--- config.mk ---
export PLATFORM = sky130hd
export DESIGN_NAME = fetch_stage
export DESIGN_NICKNAME = d
export VERILOG_FILES = /design/src/rtl/fetch_stage.sv
export SDC_FILE = /design/constraint.sdc
export NUM_CORES = 1
export LEC_CHECK = 0
export ABC_AREA = 1
export BUFFER_PORTS_ARGS = -buffer_cell sky130_fd_sc_hd__buf_2
export CORE_UTILIZATION = 35
export CTS_CLUSTER_SIZE = 10
export DETAILED_ROUTE_END_ITERATION = 10
export PLACE_DENSITY = 0.61
export SYNTH_ARGS = -nofsm -noshare
export SYNTH_HDL_FRONTEND = slang
export SYNTH_SLANG_ARGS = --single-unit
--- constraint.sdc ---
create_clock -name clk -period 4.5 [get_ports clk]
set_input_delay 0.225 -clock clk [delete_from_list [all_inputs] [get_ports clk]]
set_output_delay 0.225 -clock clk [all_outputs]
set_load 0.05 [all_outputs]
--- src/rtl/fetch_stage.sv ---
// Instruction fetch stage: owns the PC, issues word-aligned fetches, buffers
// in-order responses with their PCs and hands them to decode; redirects flush.
module fetch_stage #(
  parameter logic [31:0] RESET_PC = 32'h0000_0000,
  parameter int unsigned DEPTH    = 2
) (
  input  logic        clk,
  input  logic        rst_n,
  output logic        imem_req_valid,
  input  logic        imem_req_ready,
  output logic [31:0] imem_req_addr,
  input  logic        imem_rsp_valid,
  input  logic [31:0] imem_rsp_data,
  input  logic        redirect_valid,
  input  logic [31:0] redirect_pc,
  output logic        id_valid,
  input  logic        id_ready,
  output logic [31:0] id_instr,
  output logic [31:0] id_pc
);

  localparam int unsigned PW = (DEPTH > 1) ? $clog2(DEPTH) : 1;
  localparam int unsigned CW = $clog2(DEPTH + 1);

  logic [31:0]      pc;
  logic [31:0]      buf_pc    [DEPTH];
  logic [31:0]      buf_instr [DEPTH];
  logic [DEPTH-1:0] filled;
  logic [PW-1:0]    head, tail, fill_ptr;
  logic [CW-1:0]    occ, pend, drop_cnt;
  logic [CW:0]      inflight, drop_sum;
  logic [CW-1:0]    drop_after_redirect;
  logic             req_fire, pop, rsp_fill, rsp_drop;

  function automatic logic [PW-1:0] ptr_inc(input logic [PW-1:0] p);
    return (p == PW'(DEPTH - 1)) ? '0 : p + 1'b1;
  endfunction

  always_comb begin
    inflight       = {1'b0, occ} + {1'b0, drop_cnt};
    // Gating with rst_n keeps the request low for the whole reset window.
    imem_req_valid = rst_n && !redirect_valid && (inflight < (CW+1)'(DEPTH));
    imem_req_addr  = pc;
    id_valid       = !redirect_valid && (occ != '0) && filled[head];
    id_instr       = id_valid ? buf_instr[head] : '0;
    id_pc          = id_valid ? buf_pc[head] : '0;
    req_fire       = imem_req_valid && imem_req_ready;
    pop            = id_valid && id_ready;
    rsp_drop       = imem_rsp_valid && (drop_cnt != '0);
    rsp_fill       = imem_rsp_valid && (drop_cnt == '0) && (pend != '0);
    // Every unfilled entry becomes a stale in-flight response, minus the one landing now.
    drop_sum       = {1'b0, drop_cnt} + {1'b0, pend};
    drop_after_redirect = (imem_rsp_valid && (drop_sum != '0)) ? CW'(drop_sum - 1'b1)
                                                                : CW'(drop_sum);
  end

  always_ff @(posedge clk or negedge rst_n) begin
    if (!rst_n) begin
      pc       <= RESET_PC;
      head     <= '0;
      tail     <= '0;
      fill_ptr <= '0;
      occ      <= '0;
      pend     <= '0;
      drop_cnt <= '0;
      filled   <= '0;
      for (int unsigned i = 0; i < DEPTH; i++) begin
        buf_pc[i]    <= '0;
        buf_instr[i] <= '0;
      end
    end else if (redirect_valid) begin
      pc       <= {redirect_pc[31:2], 2'b00};
      head     <= '0;
      tail     <= '0;
      fill_ptr <= '0;
      occ      <= '0;
      pend     <= '0;
      filled   <= '0;
      drop_cnt <= drop_after_redirect;
    end else begin
      if (req_fire) begin
        buf_pc[tail] <= pc;
        filled[tail] <= 1'b0;
        tail         <= ptr_inc(tail);
        pc           <= pc + 32'd4;
      end
      if (rsp_drop) begin
        drop_cnt <= drop_cnt - 1'b1;
      end
      if (rsp_fill) begin
        buf_instr[fill_ptr] <= imem_rsp_data;
        filled[fill_ptr]    <= 1'b1;
        fill_ptr            <= ptr_inc(fill_ptr);
      end
      if (pop) begin
        filled[head] <= 1'b0;
        head         <= ptr_inc(head);
      end
      occ  <= occ + CW'(req_fire) - CW'(pop);
      pend <= pend + CW'(req_fire) - CW'(rsp_fill);
    end
  end

endmodule

==> metrics.txt <==
# TYPE chip_impl_metric gauge
chip_impl_metric{name="max-clock-path-buffers",unit=""} 2
chip_impl_info{name="result_of_the_run",value="completed"} 1
chip_impl_metric{name="globalRouteOverflowTotal",unit=""} 0
chip_impl_metric{name="power_per_cell_area",unit="nW/µm²"} 473
chip_impl_metric{name="ios",unit=""} 168
chip_impl_info{name="hold_path.class",value="in -> reg"} 1
chip_impl_metric{name="multi_input_area",unit="µm²"} 3640
chip_impl_info{name="synth_commonest_cells",value="nand2_1, dfrtp_1, o21ai_0, inv_1, a21oi_1"} 1
chip_impl_metric{name="synth_top_cell_area_share",unit="%"} 48.6
chip_impl_metric{name="drt.antenna.violating_nets",unit=""} 0
chip_impl_metric{name="vias_in_the_first_global_route",unit=""} 6946
chip_impl_metric{name="timing.fmax",unit="MHz"} 337
chip_impl_metric{name="clk_pin_slew",unit="ns"} 0.07
chip_impl_metric{name="synth_cell_type_count",unit=""} 36
chip_impl_metric{name="drt_first_iter_violations",unit=""} 470
chip_impl_info{name="startpoint_type",value="flip-flop"} 1
chip_impl_metric{name="worst_skew_late_latency",unit="ns"} 0.43
chip_impl_metric{name="final_util",unit="%"} 42.8
chip_impl_metric{name="die_w",unit="µm"} 158
chip_impl_info{name="yosysTopAreaCell",value="dfrtp_1"} 1
chip_impl_metric{name="p_leak",unit="nW"} 5.04
chip_impl_metric{name="cts_made_buffers",unit=""} 17
chip_impl_info{name="cts_root_buffer",value="clkbuf_16"} 1
chip_impl_metric{name="cp_max_fo",unit=""} 32
chip_impl_info{name="synthFlopType",value="dfrtp_1"} 1
chip_impl_metric{name="placed_cell_count",unit=""} 1547
chip_impl_metric{name="drive_gt1_share",unit="%"} 19.9
chip_impl_metric{name="final.fill_count",unit=""} 2484
chip_impl_metric{name="drcViolationCount",unit=""} 0
chip_impl_metric{name="h-tree-depth",unit=""} 4
chip_impl_metric{name="max_cap_viol_count",unit=""} 0
chip_impl_metric{name="seq_area",unit="µm²"} 4130
chip_impl_metric{name="pin_count_of_the_biggest_net_entering_global_routing",unit=""} 65
chip_impl_metric{name="synth-seq-cells",unit=""} 165
chip_impl_metric{name="final_hold_violation_count",unit=""} 0
chip_impl_metric{name="core_area",unit="µm²"} 23600
chip_impl_metric{name="final-max-slew-violation-count",unit=""} 0
chip_impl_metric{name="placement_rows",unit=""} 56
chip_impl_metric{name="drt_pass1_iterations",unit=""} 5
chip_impl_metric{name="slew_at_the_pin_with_the_worst_max_slew_slack",unit="ns"} 1.05
chip_impl_metric{name="period_minus_slack",unit="ns"} 2.97
chip_impl_metric{name="n_antenna_cell",unit=""} 0
chip_impl_info{name="cts_tree",value="built"} 1
chip_impl_metric{name="worst_ir_drop_vdd",unit="mV"} 0.234
chip_impl_info{name="rsz0062_at_grt",value="false"} 1
chip_impl_metric{name="initial_antenna_violation_count",unit=""} 0
chip_impl_metric{name="synth-seq-area-share",unit="%"} 48.6
chip_impl_metric{name="finalSetupTns",unit="ns"} 0
chip_impl_metric{name="worst-r2r-setup-slack",unit="ns"} 1.53
chip_impl_metric{name="timing.clock.skew",unit="ns"} 0.0119
chip_impl_metric{name="globalRouteTotalUtil",unit="%"} 18.9
chip_impl_info{name="synth_most_common_cell",value="nand2_1"} 1
chip_impl_metric{name="route.detailed.vias_per_inst",unit=""} 4.72
chip_impl_metric{name="vias",unit=""} 7466
chip_impl_metric{name="cts_resized",unit=""} 0
chip_impl_metric{name="timing.critical_path.required",unit="ns"} 4.80
chip_impl_metric{name="syn-instance-count",unit=""} 1113
chip_impl_metric{name="port_buffers",unit=""} 161
chip_impl_metric{name="postSynth.asyncResetShare",unit="%"} 100
chip_impl_metric{name="layout_worst_path_cycle_share",unit="%"} 66.0
chip_impl_metric{name="die_height",unit="µm"} 158
chip_impl_metric{name="wirelength",unit="µm"} 22600
chip_impl_metric{name="start_util",unit="%"} 36.0
chip_impl_info{name="area_contributors_post_synth",value="dfrtp_1, nand2_1, o21ai_0, inv_1, a21oi_1"} 1
chip_impl_metric{name="synthesis.area",unit="µm²"} 8490
chip_impl_metric{name="final_cell_area",unit="µm²"} 10100
chip_impl_metric{name="area.growth.synth_to_final",unit="%"} 19.1
chip_impl_metric{name="placedInstanceArea",unit="µm²"} 9470
chip_impl_metric{name="yosys_warnings",unit=""} 0
chip_impl_info{name="timing.setup.critical_path_class",value="reg -> reg"} 1
chip_impl_metric{name="die_area",unit="µm²"} 24900
chip_impl_metric{name="relative_max_transition_margin",unit="%"} 29.6
chip_impl_metric{name="synth.avg_cell_area",unit="µm²"} 7.63
chip_impl_info{name="worstSetupEndpointType",value="flip-flop"} 1
chip_impl_metric{name="worst-endpoint-arrival",unit="ns"} 3.26
chip_impl_metric{name="place.detailed.hpwl",unit="µm"} 15200
chip_impl_metric{name="place.gp.congestion",unit=""} 0.861
chip_impl_metric{name="route.detailed.wl_per_inst",unit="µm"} 14.3
chip_impl_metric{name="fin_ws",unit="ns"} 1.53
chip_impl_metric{name="synth-edff-count",unit=""} 0
chip_impl_metric{name="grt_pass1_wl",unit="µm"} 36500
chip_impl_metric{name="finish.cell_count_without_fillers",unit=""} 1582
chip_impl_metric{name="count_of_clock_tree_sinks",unit=""} 165
chip_impl_metric{name="pre_cts_ws",unit="ns"} 1.53
chip_impl_metric{name="finish.net_count",unit=""} 1330
chip_impl_metric{name="finalSetupViolations",unit=""} 0
==> where the power goes <==
group          total [W]  internal (W)  switching [W]
Clock            0.00153      0.000849       0.000681
Sequential       0.00216       0.00190       0.000262
Combinational    0.00109      0.000401       0.000686
Total            0.00478       0.00315        0.00163
==> cells in the final DEF (no fill, tap or decap), types with 4 or more instances in the layout <==
cell type    n
a21oi_1     66
buf_2      160
buf_4       10
clkbuf_16   17
conb_1       4
dfrtp_1    164
ha_1         8
inv_1      105
inv_2        5
inv_6        4
inv_8        5
nand2_1    412
nand2_2      7
nand3_1     28
nor2_1      57
nor2_2       7
o211ai_1     6
o21ai_0    111
o21ai_1     18
o21ai_2     23
xor2_1       9
==> layout make-up <==
| cell class | count | share of cell area, % |
|---|---|---|
| multi-input cells | 782 | 36.0 |
| well taps | 319 | 3.95 |
| repair buffers | 174 | 9.07 |
| clock buffers | 18 | 4.24 |
| flip-flops and latches | 165 | 40.8 |
| inverters | 110 | 4.08 |
| clock inverters | 14 | 1.81 |
==> worst max-delay path: stages, from the launching register on <==
cell and delay, ns:
dfrtp_1 0.42, nand2_1 0.08, inv_1 0.04, fa_1 0.43
nor2_1 0.15, nand4_1 0.09, buf_4 0.22, inv_2 0.39
nand2_2 0.45, buf_4 0.38, nand2_1 0.08, o21ai_0 0.08
==> per-stage QoR <==
step           hold slack (ns)  total power [W]
6_report                0.0282          0.00478
3_3_place_gp             0.211          0.00324
5_1_grt                 0.0202          0.00510
3_5_place_dp             0.210          0.00328
2_1_floorplan          -0.0706          0.00298
4_1_cts                0.00652          0.00483
==> timing repair <==
action | CTS | global route
setup endpoints to repair | 0 | 0
hold buffers | 3 | 0
buffers inserted | 0 | 0
hold endpoints to repair | 50 | 0
==> worst paths after layout <==
path / start / endpoint / depth (start not counted)
worst max register to register: drop_cnt[0] / buf_pc[55] / 11
worst min register to register: buf_instr[36] / buf_instr[36] / 2
max in group asynchronous: rst_n / buf_instr[38] / 3
worst min-delay path: redirect_valid / occ[0] / 2
worst max-delay path: drop_cnt[0] / buf_pc[55] / 11
min in group asynchronous: rst_n / buf_pc[35] / 2
==> layer usage <==
layer	vias up	share of wire, %	wire length (µm)	GRT usage, %
met5	-	0	0	0
met4	0	1.3	285	5.46
met3	20	6.1	1370	4.16
met2	212	44	9890	29.0
met1	3453	49	11100	26.5
li1	3781	-	-	-
==> state kept, by name (all words and copies together), names as in the netlist <==
register and count:
fill_ptr 1, imem_req_addr 30, filled 2, drop_cnt 2, pend 2, tail 1
buf_pc 60, head 1, occ 2, buf_instr 64
==> kinds of logic after synthesis <==
kind of cell / count (synthesis) / share of synthesized area, %
flip-flops: 165 / 48.6
AO/OA/AOI/OAI: 234 / 15.3
other: 1 / 0.0442
adder cells (fa/ha/maj): 10 / 1.65
XOR/XNOR: 12 / 1.24
buffers and inverters: 169 / 8.65
AND/OR/NAND/NOR: 522 / 24.5
No activity file was read; power rests on OpenSTA's default activity.
